$ cat config.mk
export PLATFORM = sky130hd
export DESIGN_NAME = sprite_motion
export DESIGN_NICKNAME = d
export VERILOG_FILES = /design/src/rtl/sprite_motion_pkg.sv /design/src/rtl/sprite_motion_axis_stepper.sv /design/src/rtl/sprite_motion.sv
export SDC_FILE = /design/constraint.sdc
export NUM_CORES = 1
export LEC_CHECK = 0
export CAP_MARGIN = 20
export CELL_PAD_IN_SITES_DETAIL_PLACEMENT = 2
export CELL_PAD_IN_SITES_GLOBAL_PLACEMENT = 2
export CORE_MARGIN = 5
export CORE_UTILIZATION = 34
export DETAILED_ROUTE_END_ITERATION = 7
export PLACE_DENSITY = 0.91
export SLEW_MARGIN = 20
export SYNTH_ARGS = -nofsm -noshare
export SYNTH_HDL_FRONTEND = slang
export SYNTH_SLANG_ARGS = --single-unit
$ cat constraint.sdc
create_clock -name clk -period 5.3 [get_ports clk]
set_input_delay 0.53 -clock clk [delete_from_list [all_inputs] [get_ports clk]]
set_output_delay 0.53 -clock clk [all_outputs]
set_load 0.005 [all_outputs]
$ cat src/rtl/sprite_motion_pkg.sv
// sprite_motion_pkg: shared coordinate width, screen geometry, default bounds and motion FSM states
package sprite_motion_pkg;
   localparam int COORD_W   = 12;
   localparam int SCREEN_W  = 1024;
   localparam int SCREEN_H  = 768;
   localparam int HALF_SIZE = 32;
   localparam int DEF_X_MIN = HALF_SIZE;
   localparam int DEF_X_MAX = SCREEN_W - HALF_SIZE - 1;
   localparam int DEF_Y_MIN = HALF_SIZE;
   localparam int DEF_Y_MAX = SCREEN_H - HALF_SIZE - 1;

   typedef logic signed [COORD_W-1:0] coord_t;
   typedef enum logic [1:0] {ST_IDLE, ST_WAIT_FRAME, ST_STEP} state_t;

   function automatic coord_t clamp(input coord_t v, input int lo, input int hi);
      return (v < lo) ? coord_t'(lo) : (v > hi) ? coord_t'(hi) : v;
   endfunction
endpackage

$ cat src/rtl/sprite_motion_axis_stepper.sv
// axis_stepper: one-axis move of at most STEP pixels from pos toward target
//   pos, target : current and requested coordinate
//   next_pos    : position after one frame step
//   at_target   : next_pos equals target
module axis_stepper
   import sprite_motion_pkg::*;
#(
   parameter int STEP = 4
) (
   input  coord_t pos,
   input  coord_t target,
   output coord_t next_pos,
   output logic   at_target
);
   localparam logic signed [COORD_W:0] S_D = (COORD_W+1)'(STEP);
   localparam coord_t S_P = coord_t'(STEP);
   logic signed [COORD_W:0] w_d;
   // one extra bit so the difference of two in-range coordinates cannot wrap
   assign w_d = {target[COORD_W-1], target} - {pos[COORD_W-1], pos};
   assign next_pos = (w_d >= -S_D && w_d <= S_D) ? target : pos + (w_d[COORD_W] ? -S_P : S_P);
   assign at_target = next_pos == target;
endmodule

$ cat src/rtl/sprite_motion.sv
// sprite_motion: moves the sprite centre toward an accepted target by at most STEP px per axis per frame
//   clk, reset           : pixel clock, synchronous active-high reset
//   vsync                : active-low vertical sync; its falling edge commits a step
//   target_valid/ready   : handshake for target_x/target_y (clamped into bounds on acceptance)
//   x, y                 : registered sprite centre
//   moving, arrived      : stored target differs from position / one-cycle arrival pulse
module sprite_motion
   import sprite_motion_pkg::*;
#(
   parameter int STEP   = 4,
   parameter int X_MIN  = DEF_X_MIN,
   parameter int X_MAX  = DEF_X_MAX,
   parameter int Y_MIN  = DEF_Y_MIN,
   parameter int Y_MAX  = DEF_Y_MAX,
   parameter int INIT_X = 512,
   parameter int INIT_Y = 384
) (
   input  logic   clk,
   input  logic   reset,
   input  logic   vsync,
   input  logic   target_valid,
   input  coord_t target_x,
   input  coord_t target_y,
   output logic   target_ready,
   output coord_t x,
   output coord_t y,
   output logic   moving,
   output logic   arrived
);
   state_t r_state;
   logic   r_vsync, r_moving, r_arrived;
   coord_t r_x, r_y, r_tx, r_ty;
   coord_t w_nx, w_ny, w_tx, w_ty, w_x, w_y;
   logic   w_at_x, w_at_y, w_xfer, w_fe, w_step;

   axis_stepper #(.STEP(STEP)) u_x (.pos(r_x), .target(r_tx), .next_pos(w_nx), .at_target(w_at_x));
   axis_stepper #(.STEP(STEP)) u_y (.pos(r_y), .target(r_ty), .next_pos(w_ny), .at_target(w_at_y));

   assign target_ready = !reset && r_state != ST_STEP;
   assign w_xfer = target_valid && target_ready;
   assign w_fe   = r_vsync && !vsync;
   assign w_step = r_state == ST_STEP;
   assign w_tx   = w_xfer ? clamp(target_x, X_MIN, X_MAX) : r_tx;
   assign w_ty   = w_xfer ? clamp(target_y, Y_MIN, Y_MAX) : r_ty;
   assign w_x    = w_step ? w_nx : r_x;
   assign w_y    = w_step ? w_ny : r_y;
   assign x       = r_x;
   assign y       = r_y;
   assign moving  = r_moving;
   assign arrived = r_arrived;

   always_ff @(posedge clk) begin
      if (reset) begin
         r_state   <= ST_IDLE;
         r_vsync   <= 1'b1;
         r_x       <= coord_t'(INIT_X);
         r_y       <= coord_t'(INIT_Y);
         r_tx      <= coord_t'(INIT_X);
         r_ty      <= coord_t'(INIT_Y);
         r_moving  <= 1'b0;
         r_arrived <= 1'b0;
      end else begin
         r_vsync   <= vsync;
         r_tx      <= w_tx;
         r_ty      <= w_ty;
         r_x       <= w_x;
         r_y       <= w_y;
         r_moving  <= w_tx != w_x || w_ty != w_y;
         // a zero-delta step lands on the target without moving, so it must not pulse
         r_arrived <= w_step && w_at_x && w_at_y && (r_x != r_tx || r_y != r_ty);
         r_state   <= w_step ? (w_at_x && w_at_y ? ST_IDLE : ST_WAIT_FRAME) :
                      r_state == ST_IDLE ? (w_xfer ? ST_WAIT_FRAME : ST_IDLE) :
                      (w_fe ? ST_STEP : ST_WAIT_FRAME);
      end
   end
endmodule

# Word-level counts from Yosys, hierarchy flattened
# Cells that the tools add are included.
[op_classes] n_eq_ne=8 magnitude_cmp=8 n_reduce_logical=14 addsub=4 n_mux=17
[ops] cell="$mux W12" count=12
[ops] cell="$ne A12 B12 Y1" count=4
[ops] cell="$ge A13 B3 Y1 const B" count=2
[ops] cell="$le A13 B4 Y1 const B" count=2
[ops] cell="$sub A12 B12 Y13" count=2
[ops] cell="$add A12 B12 Y12" count=2
[ops] cell="$eq A12 B12 Y1" count=2
[ops] cell="$gt A12 B11 Y1 const B" count=2
[ops] cell="$lt A12 B7 Y1 const B" count=2
[ops] cell="$logic_and A1 B1 Y1" count=9
[ops] cell="$mux W2" count=3
[ops] cell="$eq A2 B2 Y1 const B" count=1
[ops] cell="$logic_not A1 Y1" count=2
[ops] cell="$logic_not A2 Y1" count=1
[ops] cell="$logic_or A1 B1 Y1" count=2
[ops] cell="$mux W1" count=2
[ops] cell="$ne A2 B2 Y1 const B" count=1
[totals] elab_cells=59 regBits=53 input_bits=28 out_inout_bits=27

# Depth between registers and ports, before layout
[logic_depth] word_depth=8 mapped_depth=21 mapped_depth_nobuf=21

# By module
# From an unflattened synthesis, not the netlist that was laid out.
[unflattened] cells_unflattened=739 area_unflattened_um2=5949.5
[by_module_without_submodules] mod="sprite_motion" area_each_um2=2745.1 cells_each=315 instances=1 seq_area_each_um2=1061.0
[by_module_without_submodules] mod="axis_stepper (u_x)" area_each_um2=1635.3 cells_each=210 instances=1 seq_area_each_um2=0.0
[by_module_without_submodules] mod="axis_stepper (u_y)" area_each_um2=1569.0 cells_each=214 instances=1 seq_area_each_um2=0.0

# Worst setup path after synthesis
# OpenSTA, ideal clock, no wires.
[synth_timing] path_type="reg2reg" from="reg r_y[2] (netlist: y[2])" to="reg r_moving (netlist: moving)" setup_slack_ns=0.670 stages_incl_launch_ff=20 t_arrival_ns=4.492 path_buffers=1 synth_period_minus_slack_ns=4.630 setup_time_ns=0.138 path_cell_list="dfxtp_1 -> clkbuf_1 -> inv_1 -> ha_1 -> nor2b_1 -> o31a_1 -> o21ai_0 -> o21a_1 -> ha_1 -> a211oi_1 -> nor2_1 -> nor4_1 -> nor3_1 -> a2111oi_0 -> xnor3_1 -> nor2_1 -> o22a_1 -> nand4b_1 -> o31ai_1 -> a41oi_1"
[synth_via] elab_chain_len=7
[synth_rtl] item="start, declared" line_no="sprite_motion.sv:32" text="coord_t r_x, r_y, r_tx, r_ty;"
[synth_rtl] item="start signal, assigned" line_no="sprite_motion.sv:57" text="r_y <= coord_t'(INIT_Y);"
[synth_rtl] item="start signal, assigned" line_no="sprite_motion.sv:67" text="r_y <= w_y;"
[synth_rtl] item="$sub A12 B12 Y13" line_no="sprite_motion_axis_stepper.sv:19" text="assign w_d = {target[COORD_W-1], target} - {pos[COORD_W-1], pos};"
[synth_rtl] item="$mux W12 (tied with other cells)" line_no="sprite_motion_axis_stepper.sv:20" text="assign next_pos = (w_d >= -S_D && w_d <= S_D) ? target : pos + (w_d[COORD_W] ? -S_P : S_P);"
[synth_rtl] item="$add A12 B12 Y12 / $logic_and A1 B1 Y1 (equally long branches)" line_no="sprite_motion_axis_stepper.sv:20"
[synth_rtl] item="$mux W12" line_no="sprite_motion_axis_stepper.sv:20"
[synth_rtl] item="$mux W12 (*)" line_no="sprite_motion.sv:46" text="assign w_y = w_step ? w_ny : r_y;"
[synth_rtl] item="$ne A12 B12 Y1 (*)" line_no="sprite_motion.sv:68" text="r_moving <= w_tx != w_x || w_ty != w_y;"
[synth_rtl] item="$logic_or A1 B1 Y1 (*)" line_no="sprite_motion.sv:68"
[synth_rtl] item="end signal, assigned" line_no="sprite_motion.sv:68"
[synth_rtl] item="end, declared" line_no="sprite_motion.sv:31" text="logic r_vsync, r_moving, r_arrived;"
# Every way passes the cells marked *; elsewhere a longest branch is shown, timed or not.
# A chain may end at the register's enable or synchronous reset.

# Worst setup path after layout
[layout_timing] from="reg r_tx[0]" to="reg r_moving (netlist: moving)"
[layout_via] elab_chain_len=7
[layout_rtl] item="start, declared" line_no="sprite_motion.sv:32"
[layout_rtl] item="start signal, assigned" line_no="sprite_motion.sv:58" text="r_tx <= coord_t'(INIT_X);"
[layout_rtl] item="start signal, assigned" line_no="sprite_motion.sv:64" text="r_tx <= w_tx;"
[layout_rtl] item="$sub A12 B12 Y13" line_no="sprite_motion_axis_stepper.sv:19"
[layout_rtl] item="$mux W12 (tied with other cells)" line_no="sprite_motion_axis_stepper.sv:20"
[layout_rtl] item="$add A12 B12 Y12 / $logic_and A1 B1 Y1 (equally long branches)" line_no="sprite_motion_axis_stepper.sv:20"
[layout_rtl] item="$mux W12" line_no="sprite_motion_axis_stepper.sv:20"
[layout_rtl] item="$mux W12" line_no="sprite_motion.sv:45" text="assign w_x = w_step ? w_nx : r_x;"
[layout_rtl] item="$ne A12 B12 Y1 (*)" line_no="sprite_motion.sv:68"
[layout_rtl] item="$logic_or A1 B1 Y1 (*)" line_no="sprite_motion.sv:68"
# Marked as above.

==> impl_metrics.tcl <==
set metrics [dict create \
    antenna_cells 0 \
    die_w_um 140 \
    overflow 0 \
    num_vias 6475 \
    place_ws_ns 0.168 \
    cts.clk_slew.worst_paths_ns 0.07 \
    die_area_um2 19700 \
    rows 47 \
    grt_use_total_pct 25.4 \
    seq_area_frac_synth_pct 18.4 \
    synth_warnings 0 \
    min_period_over_period_pct 94.1 \
    critical-path-slowest-cell "fa_1" \
    routabilityCongestion 0.870 \
    antenna_found_initial 0 \
    skew_ns 0.0111 \
    nets 892 \
    synth_area_um2 5760 \
    seqCellArea_um2 1060 \
    max_stage_delay_ns 0.45 \
    synth_cell_types 81 \
    rsz0062_at_grt "no" \
    clock_latency_ns 0.32 \
    path_buf_inv 2 \
    grt_pass1_vias 7032 \
    core_area_um2 16600 \
    reg2reg_depth 21 \
    crit_path_end_kind "flip-flop" \
    hp-class "reg -> reg" \
    drive_gt1_share_pct 7.80 \
    reg2reg_from "r_tx[0]" \
    critical_path_arrival_ns 5.23 \
    die_y_um 140 \
    syn_avg_cell_area_um2 7.46 \
    detail-route-antenna-nets 0 \
    min_path_cells 1 \
    mostFrequentLayoutCell "nor2_1" \
    utilization_pct 40.3 \
    start_util_pct 34.7 \
    max-vdd-ir-drop_uv 302 \
    p_per_area_nw_per_um2 276 \
    cts_tree "done" \
    internal_power_w 0.00103 \
    dp_hpwl_um 19200 \
    worst_pin_slew_ns 0.835 \
    cellLeakagePower_nw 2.62 \
    syn_inst 772 \
    cts_root_buffer "clkbuf_16" \
    clockBufferDepth 2 \
    grt_pass1_wl_um 39900 \
    routed_via_density 6.23 \
    critPathTopFamily "compound AO/OA/AOI/OAI gates" \
    cts_max_level 2 \
    timing.fmax_mhz 201 \
    multiInputGateArea_um2 4340 \
    hold_viol 0 \
    cts_buffers 5 \
    r2r_end "moving" \
    period_minus_slack_ns 4.99 \
    first_iter_violations 504 \
    critPathLaunchType "flip-flop" \
    syn_nets 844 \
    avgRoutedWirePerCell_um 24.4 \
    p_sw_share_pct 43.9 \
    regToRegSetupSlack_ns 0.31 \
    seqPwrFrac_pct 23.7 \
    clock_sinks 53 \
    slew_violations 0 \
    critPathRequiredTime_ns 5.54 \
    path_class "reg -> reg" \
    hold_path.startpoint "r_vsync" \
    maxCapViolCount 0 \
    grt_max_degree 41 \
    worst_slack_ns 0.313 \
    worstPathMaxFanout 10 \
    synth_seq_cells 53 \
    p_comb_share_pct 55.0 \
    drc 0 \
    syn_to_final_growth_pct 16.0 \
    final_cell_mix "106 x nor2_1, 58 x a21oi_1, 55 x nand2_1" \
    p_switching_w 0.000808 \
    crit_chain "inv_1 > ha_1 > fa_1 > nor2b_1 > o31ai_1 > a21oi_2 > a21oi_1 > nor2_2 > inv_2 > fa_1 > a21o_1 > a21oi_1 > o21ai_0 > o22ai_1 > xnor2_1 > or3_1 > o21ai_0 > o21ba_2 > nor2_1 > a211oi_1 > a41oi_1" \
    holdPathEnd "r_state[1]" \
    first_pass_iters 5 \
    hold_ws_ns 0.486 \
    synth-edff-count 0 \
    setup_tns_ns 0 \
    status "completed" \
    setup_viol 0 \
    slew-limit-headroom_pct 43.6 \
    synth-async-reset-ratio_pct 0 \
    fillCellCount 1925 \
    io_pins 55 \
    drt_wl_total_um 25300 \
    p_clk_share_pct 21.3 \
    ys.flop_type "dfxtp_1" \
    port_buffers 54 \
]
## cell usage after synthesis, types with 7 or more instances
master | count | share of area (%)
a211oi_1 | 14 | 1.8
a21o_1 | 7 | 0.91
a21oi_1 | 59 | 5.1
a311oi_1 | 8 | 1.2
and3_1 | 16 | 1.7
clkbuf_1 | 17 | 1.1
dfxtp_1 | 53 | 18
ha_1 | 40 | 8.7
inv_1 | 41 | 2.7
mux2_2 | 8 | 1.6
mux2i_1 | 10 | 1.7
nand2_1 | 55 | 3.6
nand2b_1 | 9 | 0.98
nand3_1 | 20 | 1.7
nand4_1 | 14 | 1.5
nor2_1 | 107 | 7.0
nor2b_1 | 8 | 0.87
nor3_1 | 27 | 2.3
nor4_1 | 17 | 1.8
o211ai_1 | 12 | 1.6
o21a_1 | 7 | 0.91
o21ai_0 | 23 | 2.0
o22ai_1 | 18 | 2.0
o31ai_1 | 7 | 0.91
or3_1 | 7 | 0.76
xnor2_1 | 39 | 5.9
xor2_1 | 20 | 3.0
## cells by family (layout without fill, tap and decap cells)
group | count (synthesis) | count (layout) | share of synthesized area [%]
flip-flops | 53 | 53 | 18.4
XOR/XNOR | 60 | 60 | 9.36
multiplexers | 18 | 18 | 3.30
AND/OR/NAND/NOR | 314 | 314 | 27.1
buffers and inverters | 74 | 122 | 6.80
adder cells (fa/ha/maj) | 44 | 44 | 10.1
AO/OA/AOI/OAI | 209 | 209 | 25.0
## worst max path at each step
stage / from / end / slack [ns] / cells past startpoint
after floorplan: y[2] / moving / 0.67 / 19
after global placement: r_tx[0] / moving / 0.52 / 21
after detailed placement: r_tx[0] / moving / 0.17 / 21
after CTS: r_tx[0] / moving / 0.09 / 21
after global routing: r_tx[0] / moving / 0.01 / 21
final: r_tx[0] / moving / 0.31 / 21
## timing repair
item,CTS,global route
setup endpoints to repair,0,3
hold buffers,0,0
gates resized for setup,0,7
setup buffers,0,2
## power by group through the flow
stage / Sequential [W] / Clock (W) / Combinational (W)
2_1_floorplan: 0.000436 / 0 / 0.000678
4_1_cts: 0.000436 / 0.000399 / 0.000982
3_3_place_gp: 0.000444 / 0 / 0.000908
3_5_place_dp: 0.000446 / 0 / 0.000956
5_1_grt: 0.000439 / 0.000408 / 0.00109
6_report: 0.000437 / 0.000392 / 0.00101
## flip-flops by register name (all words and copies together) (netlist names)
| signal | cells |
|---|---|
| r_tx | 12 |
| moving | 1 |
| r_vsync | 1 |
| arrived | 1 |
| r_ty | 12 |
| x | 12 |
| r_state | 2 |
| y | 12 |
## per-stage QoR
| stage | power [W] | cell area, µm² | instances |
|---|---|---|---|
| 2_1_floorplan | 0.00111 | 5760 | 772 |
| 3_5_place_dp | 0.00140 | 6480 | 1031 |
| 5_1_grt | 0.00193 | 6680 | 1040 |
| 3_3_place_gp | 0.00135 | 6480 | 1031 |
| 4_1_cts | 0.00182 | 6640 | 1038 |
| 6_report | 0.00184 | 6680 | 1040 |
## area by class of cell
class	instances	area share (%)
clock buffers	5	1.87
multi-input cells	645	65.0
flip-flops and latches	53	15.9
well taps	220	4.12
clock inverters	2	0.524
inverters	41	2.30
repair buffers	74	10.3
## layer usage
layer	share of wire, %	vias up	GRT usage, %
met5	0	-	0
met4	3.2	0	8.47
met3	5.9	67	4.53
met2	48	234	42.7
met1	43	3244	32.7
li1	-	2930	-
Note: power is estimated with default switching activity, not from simulation.
